File: src/rtl/sleepwell_motion_ctrl.sv
// sleepwell_motion_ctrl: once-per-frame ball motion scheduler.
// A frame tick launches a short update: step X, step Y, then report completion.
// Each axis advances by its latched speed, clamps to the active-area limits, and reverses direction at a wall.
// The compositor reads ball_x/ball_y directly, so the position holds still for the whole visible frame.
module sleepwell_motion_ctrl #(
    parameter int BALL_SIZE = 20,
    parameter int H_ACTIVE  = 640,
    parameter int V_ACTIVE  = 480,
    parameter int X_INIT    = 320,
    parameter int Y_INIT    = 240
) (
    input  logic       clk,
    input  logic       rst_n,
    input  logic       frame_tick,
    input  logic       pause,
    input  logic [2:0] speed_x,
    input  logic [2:0] speed_y,
    output logic [9:0] ball_x,
    output logic [9:0] ball_y,
    output logic       dir_x,
    output logic       dir_y,
    output logic [7:0] bounce_cnt,
    output logic       busy,
    output logic       update_done,
    output logic       bounce_pulse
);

    typedef enum logic [1:0] {
        S_IDLE,
        S_STEP_X,
        S_STEP_Y,
        S_DONE
    } state_t;

    // Limits are 11 bits wide so that (limit + step) and (pos + step) never wrap.
    localparam logic [10:0] LIM_LO   = 11'(BALL_SIZE);
    localparam logic [10:0] LIM_HI_X = 11'(H_ACTIVE - BALL_SIZE);
    localparam logic [10:0] LIM_HI_Y = 11'(V_ACTIVE - BALL_SIZE);

    state_t      r_state;
    state_t      w_next_state;
    logic [9:0]  r_ball_x;
    logic [9:0]  r_ball_y;
    logic        r_dir_x;
    logic        r_dir_y;
    logic [2:0]  r_sx;
    logic [2:0]  r_sy;
    logic        r_bf;
    logic [7:0]  r_bounce_cnt;
    logic        w_accept;
    logic [11:0] w_step_x;
    logic [11:0] w_step_y;

    // One axis step. The result packs {bounced, new_dir, new_pos[9:0]}.
    // A zero step holds both position and direction, and it never counts as a bounce.
    function automatic logic [11:0] axis_step(input logic [9:0]  pos,
                                              input logic        dir,
                                              input logic [2:0]  step,
                                              input logic [10:0] lim_hi);
        logic [10:0] pos_w;
        logic [10:0] fwd;
        logic [9:0]  back;
        logic [11:0] res;
        pos_w = {1'b0, pos};
        fwd   = pos_w + {8'b0, step};
        back  = pos - {7'b0, step};
        res   = {1'b0, dir, pos};
        if (step != 3'd0) begin
            if (dir) begin
                if (fwd >= lim_hi) res = {1'b1, 1'b0, lim_hi[9:0]};
                else               res = {1'b0, 1'b1, fwd[9:0]};
            end else begin
                // The wall test is done before subtracting, so the position cannot underflow.
                if (pos_w <= LIM_LO + {8'b0, step}) res = {1'b1, 1'b1, LIM_LO[9:0]};
                else                                 res = {1'b0, 1'b0, back};
            end
        end
        return res;
    endfunction

    assign w_accept = frame_tick && !pause;
    assign w_step_x = axis_step(r_ball_x, r_dir_x, r_sx, LIM_HI_X);
    assign w_step_y = axis_step(r_ball_y, r_dir_y, r_sy, LIM_HI_Y);

    // State register.
    // NOTE: sequential state always uses non-blocking (<=) so every flop samples pre-edge values.
    always_ff @(posedge clk or negedge rst_n) begin
        if (!rst_n) r_state <= S_IDLE;
        else        r_state <= w_next_state;
    end

    // Next-state logic. Ticks arriving outside IDLE are simply dropped.
    // NOTE: the default assignment at the top keeps this combinational block free of latches.
    always_comb begin
        w_next_state = r_state;
        case (r_state)
            S_IDLE:   if (w_accept) w_next_state = S_STEP_X;
            S_STEP_X: w_next_state = S_STEP_Y;
            S_STEP_Y: w_next_state = S_DONE;
            S_DONE:   w_next_state = S_IDLE;
            default:  w_next_state = S_IDLE;
        endcase
    end

    // Datapath: latch the speeds on accept, step each axis in its own state, count bounce frames on exit.
    always_ff @(posedge clk or negedge rst_n) begin
        if (!rst_n) begin
            r_ball_x     <= 10'(X_INIT);
            r_ball_y     <= 10'(Y_INIT);
            r_dir_x      <= 1'b1;
            r_dir_y      <= 1'b1;
            r_sx         <= 3'd0;
            r_sy         <= 3'd0;
            r_bf         <= 1'b0;
            r_bounce_cnt <= 8'd0;
        end else begin
            case (r_state)
                S_IDLE: begin
                    if (w_accept) begin
                        r_sx <= speed_x;
                        r_sy <= speed_y;
                        r_bf <= 1'b0;
                    end
                end
                S_STEP_X: begin
                    r_ball_x <= w_step_x[9:0];
                    r_dir_x  <= w_step_x[10];
                    if (w_step_x[11]) r_bf <= 1'b1;
                end
                S_STEP_Y: begin
                    r_ball_y <= w_step_y[9:0];
                    r_dir_y  <= w_step_y[10];
                    if (w_step_y[11]) r_bf <= 1'b1;
                end
                S_DONE: begin
                    // A frame that bounces on both axes (a corner hit) still counts only once.
                    if (r_bf && (r_bounce_cnt != 8'hFF)) r_bounce_cnt <= r_bounce_cnt + 8'd1;
                end
                default: ;
            endcase
        end
    end

    // Output decode, driven only by the current state and the registered flags.
    always_comb begin
        busy         = (r_state != S_IDLE);
        update_done  = (r_state == S_DONE);
        bounce_pulse = (r_state == S_DONE) && r_bf;
    end

    assign ball_x     = r_ball_x;
    assign ball_y     = r_ball_y;
    assign dir_x      = r_dir_x;
    assign dir_y      = r_dir_y;
    assign bounce_cnt = r_bounce_cnt;

endmodule

File: config.mk
export PLATFORM = sky130hd
export DESIGN_NAME = sleepwell_motion_ctrl
export DESIGN_NICKNAME = d
export VERILOG_FILES = /design/src/rtl/sleepwell_motion_ctrl.sv
export SDC_FILE = /design/constraint.sdc
export NUM_CORES = 1
export LEC_CHECK = 0
export ABC_AREA = 0
export BUFFER_PORTS_ARGS = -buffer_cell sky130_fd_sc_hd__buf_2
export CAP_MARGIN = 15
export CORE_MARGIN = 5
export CORE_UTILIZATION = 53
export CTS_CLUSTER_DIAMETER = 40
export CTS_CLUSTER_SIZE = 24
export DETAILED_ROUTE_END_ITERATION = 8
export PLACE_DENSITY = 0.81
export SLEW_MARGIN = 20
export SYNTH_ARGS = -nofsm -noshare
export SYNTH_HDL_FRONTEND = slang
export SYNTH_SLANG_ARGS = --single-unit
File: constraint.sdc
create_clock -name clk -period 3.3 [get_ports clk]
set_clock_uncertainty 0.15 [all_clocks]
set_input_delay 0 -clock clk [delete_from_list [all_inputs] [get_ports clk]]
set_output_delay 0 -clock clk [all_outputs]
set_load 0.1 [all_outputs]
== Word level (Yosys, flattened, before mapping) ==
Index checks and enable logic that the tools add are counted.

* Output and inout port bits: 33
* Register bits after elaboration: 39
* Bits of input ports: 10

* Order comparisons: 4
* Add/sub/neg operators: 7
* Eq/ne operators: 7
* Reduce and logical (&&, ||, !) cells: 14
* Muxes and demuxes: 14

{| class="wikitable"
|+ Operators with widths
! operator !! count
|-
| 12-bit two-way mux || 8
|-
| 10-bit by 3-bit adder with 11-bit output || 2
|-
| 10-bit by 6-bit less-or-equal comparator with 1-bit output || 2
|-
| 10-bit by 3-bit subtractor with 10-bit output || 2
|-
| 5-bit by 3-bit adder with 6-bit output, first input constant || 2
|-
| 11-bit by 10-bit >= comparator with 1-bit output, second input constant || 1
|-
| 11-bit by 9-bit >= comparator with 1-bit output, second input constant || 1
|-
| 3-bit nonzero test || 3
|-
| 8-bit by 1-bit adder with 8-bit output, second input constant || 1
|-
| 8-bit inequality test, second input constant || 1
|-
| 2-bit case mux with 4 select lines || 1
|-
| 2-bit AND reduction || 4
|-
| 2-bit inequality test, second input constant || 3
|-
| 2-bit == test, second input constant || 2
|-
| 4-bit AND reduction || 1
|-
| 1-bit logical AND || 3
|-
| 1-bit two-way mux || 3
|-
| 1-bit case mux with 3 select lines || 1
|-
| 2-bit by 1-bit == test with 1-bit output, second input constant || 1
|-
| 2-bit zero test || 1
|-
| 2-bit two-way mux || 1
|-
| 2-bit nonzero test || 1
|-
| 1-bit zero test || 1
|}

== Longest topological paths before layout ==
Gate-level depths: netlist (run 1).

* Depth after elaboration: 7
* Mapped depth: 12
* Gate-level depth less buffers: 11

== Worst setup path before layout (run 1) ==
Ideal clock, no wire load.

* Path kind: register to register
* Start point: reg r_ball_y[0] (netlist: ball_y[0])
* End point: reg r_bf
* Path slack: -0.420 ns
* Stages on the path, launching flop included: 12
* Required time: 3.023 ns
* Buffers on the path: 1
* Period minus slack after synthesis: 3.720 ns
* Arrival time: 3.443 ns
* Setup time: 0.127 ns
* Cell sequence: dfrtp_1 > ha_1 > fa_1 > nor2b_1 > or2_1 > clkbuf_1 > or4_1 > o311ai_1 > a211oi_2 > o31ai_2 > nand4b_1 > mux2_1

* Word-level cells in the longest chain between the ends: 7
* Elaborated cells on any way between the ends: 9

{| class="wikitable"
|+ Ends and longest elaborated chain
! what !! RTL line !! source
|-
| from (decl) || 43 || <nowiki>logic [9:0] r_ball_y;</nowiki>
|-
| from (signal assigned) || 109 || <nowiki>r_ball_y <= 10'(Y_INIT);</nowiki>
|-
| from (signal assigned) || 131 || <nowiki>r_ball_y <= w_step_y[9:0];</nowiki>
|-
| 10-bit by 3-bit adder with 11-bit output || 65 || <nowiki>fwd = pos_w + {8'b0, step};</nowiki>
|-
| 11-bit by 9-bit >= comparator with 1-bit output || 70 || <nowiki>if (fwd >= lim_hi) res = {1'b1, 1'b0, lim_hi[9:0]};</nowiki>
|-
| 12-bit two-way mux || 70 ||
|-
| 12-bit two-way mux (*) || 69 || <nowiki>if (dir) begin</nowiki>
|-
| 12-bit two-way mux (*) || 68 || <nowiki>if (step != 3'd0) begin</nowiki>
|-
| 2-bit inequality test (no line) (*) || - ||
|-
| 4-bit AND reduction (no line) (*) || - ||
|-
| to (signal assigned) || 114 || <nowiki>r_bf <= 1'b0;</nowiki>
|-
| to (signal assigned) || 122 || <nowiki>r_bf <= 1'b0;</nowiki>
|-
| to (signal assigned) || 128 || <nowiki>if (w_step_x[11]) r_bf <= 1'b1;</nowiki>
|-
| to (decl) || 48 || <nowiki>logic r_bf;</nowiki>
|}

Every way passes the cells marked *; elsewhere a longest branch is shown, timed or not.
A chain may end at the register's enable or synchronous reset.

== Worst setup path after layout (run 1) ==
Same ends and word-level chain as after synthesis.

==> out/metrics.cfg, run 1 <==
[clock_network]
cts_tree=done
ctsRootBufferMaster=clkbuf_8
clockBufferDepth=2
clkLatencyLatePin_ns=0.29
h-tree-depth=2
cts_buffers=5
clkTransAtPathRegs_ns=0.08
cts_sinks=39

[synthesis]
muxShareOfSynthArea_pct=3.88
yosys.area_share.simple_pct=20.7
synthCells=363
yosysWarnings=0
synth_flop_cell=dfrtp_1
synthXorXnorAreaFrac_pct=4.16
synth-edff-count=0
synth_fa_ha_area_share_pct=10.5
synth_seq_area_share_pct=31.2
syn_area_per_cell_sq_um=8.71
syn_area_sq_um=3160
synth_top_area_cell=dfrtp_1
synth_cell_types=64
synth_area_leaders=dfrtp_1 25%, ha_1 7.9%, dfstp_2 6.7%, a21oi_1 4.4%, nor2_1 3.4%
async_flop_share_pct=100
synth_top_family_by_area=compound AO/OA/AOI/OAI gates
synth_top_area_share_pct=24.5
synth_fp_nets=397
ys_seq_elements=39
synth_compound_area_share_pct=24.4

[sta]
clock.fmax_mhz=319
setup_slack_ns=0.164
rsz0062_at_grt=false
slew_headroom_pct=41.3
finalSetupTns_ns=0
drv_slew=0
fin_crit_sh_pct=95.0
finalHoldViolCount=0
min_period_ns=3.14
worstMarginPinSlew_ns=0.880
setup_viol=0

[worst_setup_path]
arrival_ns=3.17
path_class=reg2reg
crit_slowest_cell=dfrtp_4
setup.worst_path.start_class=register
end_kind=register
worstPathCellList=ha_4, fa_2, nor2b_1, or2_1, or4_1, o311ai_2, a211oi_4, o31ai_2, nand4b_1, mux2_1
crit_required_ns=3.33
cp_max_fo=5
critical-path-max-stage-delay_ns=0.51
path_buf_inv=0
cpLargestDelayFamily=simple AND/OR/NAND/NOR gates

[grt]
grt_pass1_vias=2934
grt_overflow_total=0
grt_pass1_wl_um=13800
grt_max_degree=40
antenna_found_initial=0
track_usage_pct=22.5

[detailed_routing]
first_pass_iters=4
drt_wl_total_um=8010
drc=0
wl_per_cell_um=16.5
vias_per_cell=6.05
drtAntennaViolNets=0
vias=2941
first_iter_violations=172

[floorplan]
die_h_um=87.2
start_util_pct=54.0
io_pins=43
fp.coreArea_sq_um=5850
die_area_sq_um=7610
die_x_um=87.2
rows=28

[layout]
final_common_cell=buf_2
fin_util_pct=63.3
n_antenna_cell=0
areaGrowthSynthToFinish_pct=17.3
layout_common_cells=42 x buf_2, 29 x nor2_1, 28 x nand2_1, 28 x a21oi_1, 25 x dfrtp_1
fin_nets=444
drive_gt1_share_pct=24.8

[place]
place.gp.congestion=0.949
hpwl_um=5840
place_ws_ns=0.117
portBuffers=42

[job]
maxCapViolations=0

[min_path]
hold_path_class=in2reg

[outcome]
status=complete, no violations

## sequential cells by signal, indices dropped and copies added (netlist names)
name / count
bounce_cnt: 8
r_bf: 1
dir_x: 1
r_sx: 3
r_sy: 3
dir_y: 1
ball_x: 10
ball_y: 10
r_state: 2
## cells by family (layout without fill, tap and decap cells)
group / Yosys count / count (layout)
compound gates: 105 / 105
mux: 11 / 11
simple gates: 127 / 127
xor+xnor: 15 / 15
flops: 39 / 39
fa+ha+maj: 24 / 24
buf+inv: 42 / 90
## what timing repair did
action | in CTS | in global routing
setup buffers | 0 | 0
endpoints found under the hold margin | 37 | 0
resized for setup | 0 | 6
hold buffers | 7 | 0
endpoints found under the setup margin | 0 | 5
## per-layer routing
metal	share of wire [%]	global-route usage [%]	routed length, um
met2	51	38.9	4120
met4	1.9	7.95	150
met3	4.6	3.50	372
met5	0	0	0
met1	42	28.4	3370
## synth_stat cells (5+ instances only)
| master | n |
|---|---|
| xor2_1 | 5 |
| a31oi_1 | 5 |
| nand2_1 | 28 |
| xnor2_1 | 10 |
| a21o_1 | 6 |
| a21oi_1 | 28 |
| nor2b_1 | 9 |
| nand2b_1 | 5 |
| dfstp_2 | 8 |
| nor2_1 | 29 |
| inv_1 | 22 |
| o2111ai_1 | 5 |
| and2_1 | 7 |
| o21ai_0 | 15 |
| nand3_1 | 11 |
| mux2_2 | 9 |
| ha_1 | 20 |
| nor3_1 | 7 |
| clkbuf_1 | 13 |
| a41oi_1 | 5 |
| or3_1 | 9 |
| dfrtp_1 | 31 |
## worst paths after layout
check	start	end	slack, ns	cells after the start
worst max-delay path	ball_y[0]	r_bf	0.16	10
min in group asynchronous	rst_n	ball_y[2]	0.21	2
worst min-delay path	pause	r_state[0]	0.06	3
worst max register to register	ball_y[0]	r_bf	0.16	10
worst min register to register	bounce_cnt[7]	bounce_cnt[7]	0.34	1
max in group asynchronous	rst_n	ball_y[0]	2.14	2
## stage by stage
step	hold slack, ns	std cells	instance area (sq um)
6_report	0.0628	486	3710
3_3_place_gp	0.0261	471	3490
2_1_floorplan	-0.446	363	3190
3_5_place_dp	0.0340	471	3490
4_1_cts	0.0520	486	3670
5_1_grt	0.124	486	3710
## tightest hold or removal path, delay by kind of cell
family          cells  cell delay [ns]
buf+inv             1             0.08
compound gates      2             0.39
## area by class of cell
| type | count | area (sq um) |
|---|---|---|
| tap | 75 | 93.8 |
| sequential | 39 | 996 |
| timing repair buffer | 59 | 355 |
| fill | 508 | 2140 |
| clock buffer | 5 | 68.8 |
| multi-input combinational | 282 | 2060 |
| clock inverter | 3 | 43.8 |
| inverter | 23 | 86.3 |
Power of run 1 is not shown: default switching activity piles up to over one toggle a cycle in this logic, so the estimate is an artifact.
==> run 2, diff against run 1 <==
--- a/config.mk
+++ b/config.mk
@@ -8,9 +8,9 @@
 export ABC_AREA = 0
 export BUFFER_PORTS_ARGS = -buffer_cell sky130_fd_sc_hd__buf_2
 export CAP_MARGIN = 15
-export CORE_MARGIN = 5
+export CORE_MARGIN = 2
 export CORE_UTILIZATION = 53
-export CTS_CLUSTER_DIAMETER = 40
+export CTS_CLUSTER_DIAMETER = 150
 export CTS_CLUSTER_SIZE = 24
 export DETAILED_ROUTE_END_ITERATION = 8
 export PLACE_DENSITY = 0.81
==> out/metrics.cfg, run 2 (synthesis results as in run 1) <==
[outcome]
status=complete, no violations

[sta]
drv_slew=0
hold_ws_ns=0.106
clock.fmax_mhz=313
finalSetupTns_ns=0
worstMarginPinSlew_ns=0.865
slew_headroom_pct=42.3
fin_crit_sh_pct=96.8
finalHoldViolCount=0
setup_viol=0
min_period_ns=3.19

[clock_network]
clkTransAtPathRegs_ns=0.09
clockBufferDepth=2
cts_tree=done
ctsRootBufferMaster=clkbuf_8
h-tree-depth=2
clkLatencyLatePin_ns=0.29
cts_sinks=39
cts_buffers=5

[worst_setup_path]
worstPathCellList=ha_4, fa_2, nor2b_1, or2_1, or4_1, o311ai_2, a211oi_2, o31ai_2, nand4b_1, mux2_1
arrival_ns=3.23
cp_max_fo=4
ff2ff_path_depth=10
critical-path-max-stage-delay_ns=0.51
crit_slowest_cell=dfrtp_4
reg2reg_to=r_bf
setup.worst_path.start_class=register
rrSetupSlack_ns=0.11
path_class=reg2reg
r2r-start=ball_y[0]
end_kind=register
crit_required_ns=3.33

[min_path]
holdPathEnd=r_state[1]
hold_path_class=in2reg
hp-start=frame_tick
whs_path_depth=5

[floorplan]
rows=28
fp.coreArea_sq_um=5850
die_h_um=81.2
die_x_um=81.2
start_util_pct=54.0
io_pins=43
die_area_sq_um=6600

[detailed_routing]
wl_per_cell_um=16.3
first_pass_iters=4
drtAntennaViolNets=0
vias=2969
first_iter_violations=194
drt_wl_total_um=7950
vias_per_cell=6.07
drc=0

[grt]
grt_overflow_total=0
grt_pass1_vias=2872
grt_pass1_wl_um=13300
grt_max_degree=40
antenna_found_initial=0
track_usage_pct=25.5

[layout]
drive_gt1_share_pct=25.8
areaGrowthSynthToFinish_pct=18.9
n_antenna_cell=0
layout_common_cells=42 x buf_2, 29 x nor2_1, 28 x nand2_1, 28 x a21oi_1, 24 x dfrtp_1
ff_latch_area_sq_um=997
fin_nets=447
multi_input_area_sq_um=2070
final_common_cell=buf_2
final_cell_count_no_fill=489
fin_util_pct=64.2
fillers=485

[place]
hpwl_um=5710
dp.cells=471
place.gp.congestion=1.02
portBuffers=42

[job]
maxCapViolations=0

[run 2: changes by cell type in the layout (fill, tap and decap cells not counted), sizes merged]
| cell | change |
|---|---|
| bufinv | +1 |
| clkbuf | +1 |
| clkinv | -2 |
| buf | +2 |
| dlygate4sd3 | +1 |
[run 2: worst max path at each step]
| stage | from | end |
|---|---|---|
| 2_1_floorplan | ball_y[2] | r_bf |
| 4_1_cts | ball_y[0] | r_bf |
| 5_1_grt | ball_y[0] | r_bf |
| 3_5_place_dp | ball_y[0] | r_bf |
| 3_3_place_gp | ball_y[0] | r_bf |
| 6_report | ball_y[0] | r_bf |
[run 2: critical path: cells and delay by family, from the launching register on]
kind | cells | cell delay [ns]
adders and majority gates | 2 | 0.56
AOI/OAI and AO/OA | 3 | 0.54
DFF | 1 | 0.51
muxes | 1 | 0.34
and+or+nand+nor | 4 | 0.98
[run 2: area by class of cell]
cell class,instances,share of cell area (%)
clock buffer,6,1.93
inverter,23,2.30
clock inverter,2,1.60
timing repair buffer,62,10.1
tap,75,2.50
sequential,39,26.5
multi-input combinational,282,55.0
[run 2: timing repair]
action / in CTS / in global routing
hold buffers: 8 / 0
endpoints found under the setup margin: 0 / 2
gates resized for setup: 0 / 10
hold endpoints to repair: 38 / 0
setup buffers: 0 / 2
[run 2: stage by stage]
step | worst slack [ns] | instance area (sq um)
2_1_floorplan | 0.0479 | 3190
5_1_grt | -0.00741 | 3760
3_3_place_gp | 0.207 | 3490
4_1_cts | 0.0179 | 3700
6_report | 0.106 | 3760
3_5_place_dp | 0.0899 | 3490
[run 2: routing by layer]
metal | vias up | part of all wire (%) | GRT usage [%]
li1 | 1423 | - | -
met1 | 1420 | 42 | 32.5
met2 | 113 | 50 | 43.1
met3 | 13 | 5.8 | 5.33
met4 | 0 | 1.2 | 8.31
met5 | - | 0 | 0
Power of run 2 is left out for the same reason.
